`src/rtl/hazard_controller.sv`:
```
// hazard_controller: pipeline stall / flush / bubble sequencing FSM.
// Optional perf counters are built when HAZARD_PERF_COUNTERS_EN is defined.
module hazard_controller (
  input  logic        Clock,
  input  logic        nReset,
  input  logic        brFlush,
  input  logic        brHold,
  input  logic        loadUse,
  input  logic        imemReady,
  input  logic        dmemReq,
  input  logic        dmemReady,
  output logic        enIF,
  output logic        enDEC,
  output logic        enEXE,
  output logic        enWB,
  output logic        bubbleDEC,
  output logic        bubbleEXE,
  output logic [1:0]  ctrlState
`ifdef HAZARD_PERF_COUNTERS_EN
  ,
  output logic [31:0] stallCount,
  output logic [31:0] flushCount
`endif
);

  typedef enum logic [1:0] {
    RUN        = 2'd0,
    FLUSH      = 2'd1,
    LOAD_STALL = 2'd2,
    MEM_WAIT   = 2'd3
  } state_e;

  state_e state_q, state_d;
  logic   pend_q, pend_d;
  logic   memWait;
  logic   doFlush;

  assign memWait = dmemReq && !dmemReady;
  assign doFlush = brFlush || pend_q;

  // State and deferred-flush registers
  always_ff @(posedge Clock or negedge nReset) begin
    if (!nReset) begin
      state_q <= RUN;
      pend_q  <= 1'b0;
    end else begin
      state_q <= state_d;
      pend_q  <= pend_d;
    end
  end

  // Next state: strict request priority while running
  always_comb begin
    state_d = state_q;
    pend_d  = pend_q;
    unique case (state_q)
      RUN: begin
        if (memWait) begin
          state_d = MEM_WAIT;
        end else if (doFlush) begin
          state_d = FLUSH;
          pend_d  = 1'b0;
        end else if (loadUse) begin
          state_d = LOAD_STALL;
        end else begin
          state_d = RUN;
        end
      end
      FLUSH: state_d = RUN;
      LOAD_STALL: begin
        if (doFlush) begin
          state_d = FLUSH;
          pend_d  = 1'b0;
        end else begin
          state_d = RUN;
        end
      end
      MEM_WAIT: begin
        if (brFlush) pend_d = 1'b1;
        if (dmemReady) state_d = RUN;
      end
      default: state_d = RUN;
    endcase
  end

  // Outputs: enables and bubbles from state and requests, reset wins
  always_comb begin
    enIF      = 1'b1;
    enDEC     = 1'b1;
    enEXE     = 1'b1;
    enWB      = 1'b1;
    bubbleDEC = 1'b0;
    bubbleEXE = 1'b0;
    unique case (state_q)
      RUN: begin
        if (memWait) begin
          enIF  = 1'b0;
          enDEC = 1'b0;
          enEXE = 1'b0;
          enWB  = 1'b0;
        end else if (doFlush) begin
          bubbleDEC = 1'b1;
          bubbleEXE = 1'b1;
        end else if (loadUse) begin
          enIF      = 1'b0;
          enDEC     = 1'b0;
          bubbleEXE = 1'b1;
        end else if (brHold || !imemReady) begin
          enIF      = 1'b0;
          bubbleDEC = 1'b1;
        end
      end
      FLUSH: begin
        enIF      = imemReady;
        bubbleDEC = !imemReady;
        bubbleEXE = 1'b1;
      end
      LOAD_STALL: begin
        if (doFlush) begin
          bubbleDEC = 1'b1;
          bubbleEXE = 1'b1;
        end
      end
      MEM_WAIT: begin
        if (!dmemReady) begin
          enIF  = 1'b0;
          enDEC = 1'b0;
          enEXE = 1'b0;
          enWB  = 1'b0;
        end
      end
      default: ;
    endcase
    if (!nReset) begin
      enIF      = 1'b0;
      enDEC     = 1'b0;
      enEXE     = 1'b0;
      enWB      = 1'b0;
      bubbleDEC = 1'b1;
      bubbleEXE = 1'b1;
    end
  end

  assign ctrlState = state_q;

`ifdef HAZARD_PERF_COUNTERS_EN
  logic [31:0] stall_q, stall_d;
  logic [31:0] flush_q, flush_d;
  logic        flushEntry;

  assign flushEntry = (state_d == FLUSH) && (state_q != FLUSH);

  // Saturating counter next values
  always_comb begin
    stall_d = stall_q;
    flush_d = flush_q;
    if (!enIF && (stall_q != 32'hFFFF_FFFF)) stall_d = stall_q + 32'd1;
    if (flushEntry && (flush_q != 32'hFFFF_FFFF)) flush_d = flush_q + 32'd1;
  end

  // Counter registers
  always_ff @(posedge Clock or negedge nReset) begin
    if (!nReset) begin
      stall_q <= '0;
      flush_q <= '0;
    end else begin
      stall_q <= stall_d;
      flush_q <= flush_d;
    end
  end

  assign stallCount = stall_q;
  assign flushCount = flush_q;
`endif

endmodule
```
`config.mk`:
```
export PLATFORM = sky130hd
export DESIGN_NAME = hazard_controller
export DESIGN_NICKNAME = d
export VERILOG_FILES = /design/src/rtl/hazard_controller.sv
export SDC_FILE = /design/constraint.sdc
export NUM_CORES = 1
export LEC_CHECK = 0
export BUFFER_PORTS_ARGS = -buffer_cell sky130_fd_sc_hd__buf_2
export CORE_AREA = 2 2 39 41
export DETAILED_ROUTE_END_ITERATION = 7
export DIE_AREA = 0 0 41 43
export PLACE_DENSITY = 0.63
export REMOVE_ABC_BUFFERS = 1
export SETUP_SLACK_MARGIN = 0.05
export SYNTH_ARGS = -nofsm -noshare
export SYNTH_HDL_FRONTEND = slang
export SYNTH_SLANG_ARGS = --single-unit
export TNS_END_PERCENT = 5
```
`constraint.sdc`:
```
create_clock -name Clock -period 1.4 [get_ports Clock]
set_input_delay 0.21 -clock Clock [delete_from_list [all_inputs] [get_ports Clock]]
set_output_delay 0.21 -clock Clock [all_outputs]
set_load 0.02 [all_outputs]
```
Yosys cells after proc, flatten, opt, wreduce, memory -nomap -nowiden
Index checks and enable logic that the tools add are counted.
{"block": "word_totals", "register_bits": 3, "latch_bits": 0, "ramBits": 0, "rom_bits": 0, "output_inout_bits": 8, "elab_cells": 53, "n_memories": 0}
{"block": "op_classes", "n_addsub": 0, "n_mul": 0, "n_div": 0, "n_lt_le_gt_ge": 0, "eq_ne": 6, "shift": 0, "mux": 37, "n_bitwise": 0, "reduce_logical": 8}
{"op": "2-to-1 mux 1 bit", "count": 26}
{"op": "one-hot mux 1 bit (3 select lines)", "count": 4}
{"op": "2-to-1 mux 2 bit", "count": 4}
{"op": "one-hot mux 2 bit (4 select lines)", "count": 1}
{"op": "inequality test 2 bit, second input constant", "count": 3}
{"op": "== test 2 bit, second input constant", "count": 2}
{"op": "one-hot mux 1 bit (2 select lines)", "count": 2}
{"op": "AND reduction 3 bit", "count": 1}
{"op": "nonzero test 3 bit", "count": 1}
{"op": "== test 2 x 1 -> 1 bit, second input constant", "count": 1}
{"op": "logical NOT 1 bit", "count": 2}
{"op": "logical NOT 2 bit", "count": 1}
{"op": "logical OR 1 bit", "count": 2}
{"op": "logical AND 1 bit", "count": 1}

Depth between registers and ports, before layout
{"block": "depth", "word_depth": 8, "depth_mapped": 6}

Worst setup path before layout
OpenSTA, ideal clock, no wires.
{"block": "synth_timing", "path_kind": "register to output", "from": "register state_q[1], in the netlist ctrlState[1]", "to": "output port enIF", "arrival_ps": 1644, "path_slack_ps": -454, "stages_incl_launch_ff": 6, "n_path_buf": 0, "cell_sequence": "dfrtp_1 inv_1 ha_1 and3_4 o21ai_0 a21boi_0"}
{"block": "synth_via", "elab_chain_cells": 3, "word_cells_on_any_way": 5, "cone_classes": "eq/ne (2); mux (2); reduce/logical (1)"}
{"element": "start: declaration", "line_no": "33", "rtl": "state_e state_q, state_d;"}
{"element": "start signal: assignment", "line_no": "47", "rtl": "state_q <= state_d;"}
{"element": "== test 2 bit, or another cell as far along", "line_no": "94", "rtl": "unique case (state_q)"}
{"element": "one-hot mux 1 bit (3 select lines) *", "line_no": "94"}
{"element": "2-to-1 mux 1 bit *", "line_no": "134", "rtl": "if (!nReset) begin"}
{"element": "end: declaration", "line_no": "12", "rtl": "output logic enIF,"}
Every way passes the cells marked *; elsewhere a longest branch is shown, timed or not.

Worst setup path in the final report
{"block": "layout_timing", "from": "register pend_q", "to": "output port bubbleDEC"}
{"block": "layout_via", "elab_chain_cells": 5, "word_cells_on_any_way": 6, "cone_classes": "mux (5); reduce/logical (1)"}
{"element": "start: declaration", "line_no": "34", "rtl": "logic pend_q, pend_d;"}
{"element": "start signal: assignment", "line_no": "48", "rtl": "pend_q <= pend_d;"}
{"element": "logical OR 1 bit *", "line_no": "39", "rtl": "assign doFlush = brFlush || pend_q;"}
{"element": "2-to-1 mux 1 bit", "line_no": "101", "rtl": "end else if (doFlush) begin"}
{"element": "2-to-1 mux 1 bit", "line_no": "96", "rtl": "if (memWait) begin"}
{"element": "one-hot mux 1 bit (3 select lines) *", "line_no": "94"}
{"element": "2-to-1 mux 1 bit *", "line_no": "134"}
{"element": "end: declaration", "line_no": "16", "rtl": "output logic bubbleDEC,"}
Marked as above.

==> results.sh <==
export IMPL_hold_slack_ps=329
export IMPL_placed_area_sq_um=543
export IMPL_cp_slowest_cell="or3b_1"
export IMPL_cap_violations=0
export IMPL_grt_overflow=0
export IMPL_die_w_um=41
export IMPL_outcome="finished with violations"
export IMPL_cts_setup_buffers=0
export IMPL_synth_area_sq_um=378
export IMPL_arrival_ps=1660
export IMPL_syn_to_final_growth_pct=64.6
export IMPL_fmax_mhz=534
export IMPL_wl_per_cell_um=11.4
export IMPL_htree_levels=1
export IMPL_cp_start_kind="flop"
export IMPL_cp_end_kind="output port"
export IMPL_synth_top_area_share_pct=19.9
export IMPL_avgSynthCellArea_sq_um=8.04
export IMPL_yosysTopAreaCell="dfrtp_1"
export IMPL_viasPerCell=4.93
export IMPL_critPathRequiredTime_ps=1190
export IMPL_switchingPower_w=0.000598
export IMPL_nNetsFinal=90
export IMPL_rows=14
export IMPL_p_leak_nw=0.298
export IMPL_cts_buffers=3
export IMPL_clock_path_buffers=2
export IMPL_coreArea_sq_um=1380
export IMPL_critPathMaxStageDelay_ps=370
export IMPL_grt_antenna_before_repair=0
export IMPL_internal_power_w=0.000715
export IMPL_setup_viol_count_final=6
export IMPL_final_hold_viol_count=0
export IMPL_drive_gt1_share_pct=53.9
export IMPL_regArea_sq_um=75.1
export IMPL_dp_hpwl_um=852
export IMPL_sw_frac_of_total_pct=45.5
export IMPL_criticalPathCategory="flop to output port"
export IMPL_dieArea_sq_um=1760
export IMPL_synth_area_leaders="dfrtp_1 20%, ha_1 17%, a21oi_1 5.3%, nor2b_1 5.0%, o21ai_0 4.0%"
export IMPL_io_pins=16
export IMPL_timing_final_max_slew_violations=0
export IMPL_first_pass_iters=4
export IMPL_ys_warn_count=0
export IMPL_hp_class="input pin to flop"
export IMPL_crit_path_max_fanout=3
export IMPL_diodes=0
export IMPL_final_min_clock_period_ps=1870
export IMPL_grt_pass1_wl_mm=1.61
export IMPL_grt_max_degree=9
export IMPL_routed_wl_mm=1.05
export IMPL_multi_input_area_sq_um=315
export IMPL_setup_slack_ps=-473
export IMPL_layout_cells_non_filler=92
export IMPL_drc=0
export IMPL_skew_ps=4.34
export IMPL_cts_tree="built"
export IMPL_ys_seq_area_share_pct=19.9
export IMPL_fp_dieH_um=43
export IMPL_route_vias_total=454
export IMPL_synth_seq_cells=3
export IMPL_start_util_pct=27.3
export IMPL_fillers=141
export IMPL_timing_setup_tns_ps=-2030
export IMPL_clk_latency_ps=230
export IMPL_p_per_area_nw_per_um2=2110
export IMPL_grt_usage_pct=13.3
export IMPL_root_buffer="clkbuf_4"
export IMPL_ys_types=28
export IMPL_clkTransAtPathRegs_ps=40
export IMPL_rsz0062_at_grt="true"
export IMPL_ant_nets=0
export IMPL_final_util_pct=44.9
export IMPL_max_slew_worst_pin_slew_ps=282
export IMPL_fin_area_sq_um=622
export IMPL_cts_sinks=3
export IMPL_violations="setup timing"
export IMPL_layout_commonest_cell="buf_2"
export IMPL_p_clk_share_pct=11.0
export IMPL_port_buffers=15
export IMPL_final_cell_mix="14 x buf_2, 12 x buf_4"
export IMPL_dp_cells=87
export IMPL_p_seq_share_pct=11.5
export IMPL_drtIter0Drc=10
export IMPL_period_share_pct=134
export IMPL_vdd_ir_drop_max_mv=0.787
export IMPL_relSlewSlack_pct=81.2
export IMPL_gp_congestion=0.757
export IMPL_syn_inst=47
export IMPL_power_frac_comb_pct=77.5
export IMPL_path_cells="or3b_1 -> and3_4 -> a222oi_1 -> o21ai_1 -> buf_4"
export IMPL_grt_pass1_vias=416
power groups by stage:
stage	clock network [W]	logic, W	registers [W]
finish	0.000144	0.00102	0.000151
global route	0.000161	0.00111	0.000159
CTS	0.000152	0.000976	0.000153
detailed placement	0	0.000904	0.000149
global placement	0	0.000898	0.000148
floorplan	0	0.000504	0.000204
final cells by class:
cell class	instances	share of cell area (%)
Multi-Input combinational cell	38	50.7
Timing Repair Buffer	27	27.4
Tap cell	16	3.22
Clock buffer	4	4.23
Inverter	4	2.41
Sequential cell	3	12.1
state kept, by name (all words and copies together) (netlist names):
signal / cells
ctrlState: 2
pend_q: 1
critical path: cells and delay by family (launching register included):
family / cells / cell delay, ps
AND/OR/NAND/NOR: 2 / 540
buffers and inverters: 1 / 160
AO/OA/AOI/OAI: 2 / 370
flip-flops: 1 / 360
cells in the mapped netlist, drive strengths merged:
library cell and n:
inv 4, a31oi 2, a211oi 1, a21boi 1, nor2 2, or2 1, o21ai 4, a21oi 4
o31a 1, ha 5, nor2b 3, or3b 1, dfrtp 3, a221oi 1, nand2b 1, a222oi 1
a22o 1, or3 1, and3 2, o31ai 1, o22ai 1, a21o 1, nand2 2, buf 2
nand3b 1
stage by stage:
stage | power (W) | setup WS (ps)
after global placement | 0.00105 | -259
after detailed placement | 0.00105 | -276
final | 0.00131 | -473
after floorplan | 0.000708 | -454
after CTS | 0.00128 | -522
after global routing | 0.00143 | -561
layer usage:
metal	vias to the layer above	part of all wire, %	global-route usage (%)
li1	232	-	-
met1	211	45	14.9
met2	11	50	23.1
met3	0	5.5	4.71
met4	0	0	2.00
met5	-	0	0
path summary, 6_finish.rpt:
| check | end | cells after the start | start | slack [ps] |
|---|---|---|---|---|
| setup / recovery | bubbleDEC | 5 | pend_q | -470 |
| hold / removal | pend_q | 3 | dmemReq | 330 |
| setup reg to reg | ctrlState[0] | 6 | ctrlState[0] | 110 |
| hold reg to reg | pend_q | 3 | pend_q | 650 |
| max in group asynchronous | ctrlState[1] | 2 | nReset | 840 |
| min in group asynchronous | pend_q | 2 | nReset | 400 |
cell families (layout without fill, tap and decap cells):
family                   Yosys count  after routing  synth area share [%]
AO/OA/AOI/OAI                     19             19                  33.1
AND/OR/NAND/NOR                   14             14                  23.2
flip-flops                         3              3                  19.9
adder cells (fa/ha/maj)            5              5                  16.6
buffers and inverters              6             35                  7.28
what timing repair did:
item	4_1_cts	5_1_grt
endpoints found under the setup margin	7	8
pin swaps	5	2
hold endpoints to repair	3	0
hold buffers	1	0
resized for setup	12	2
(Power assumes the default switching activity.)
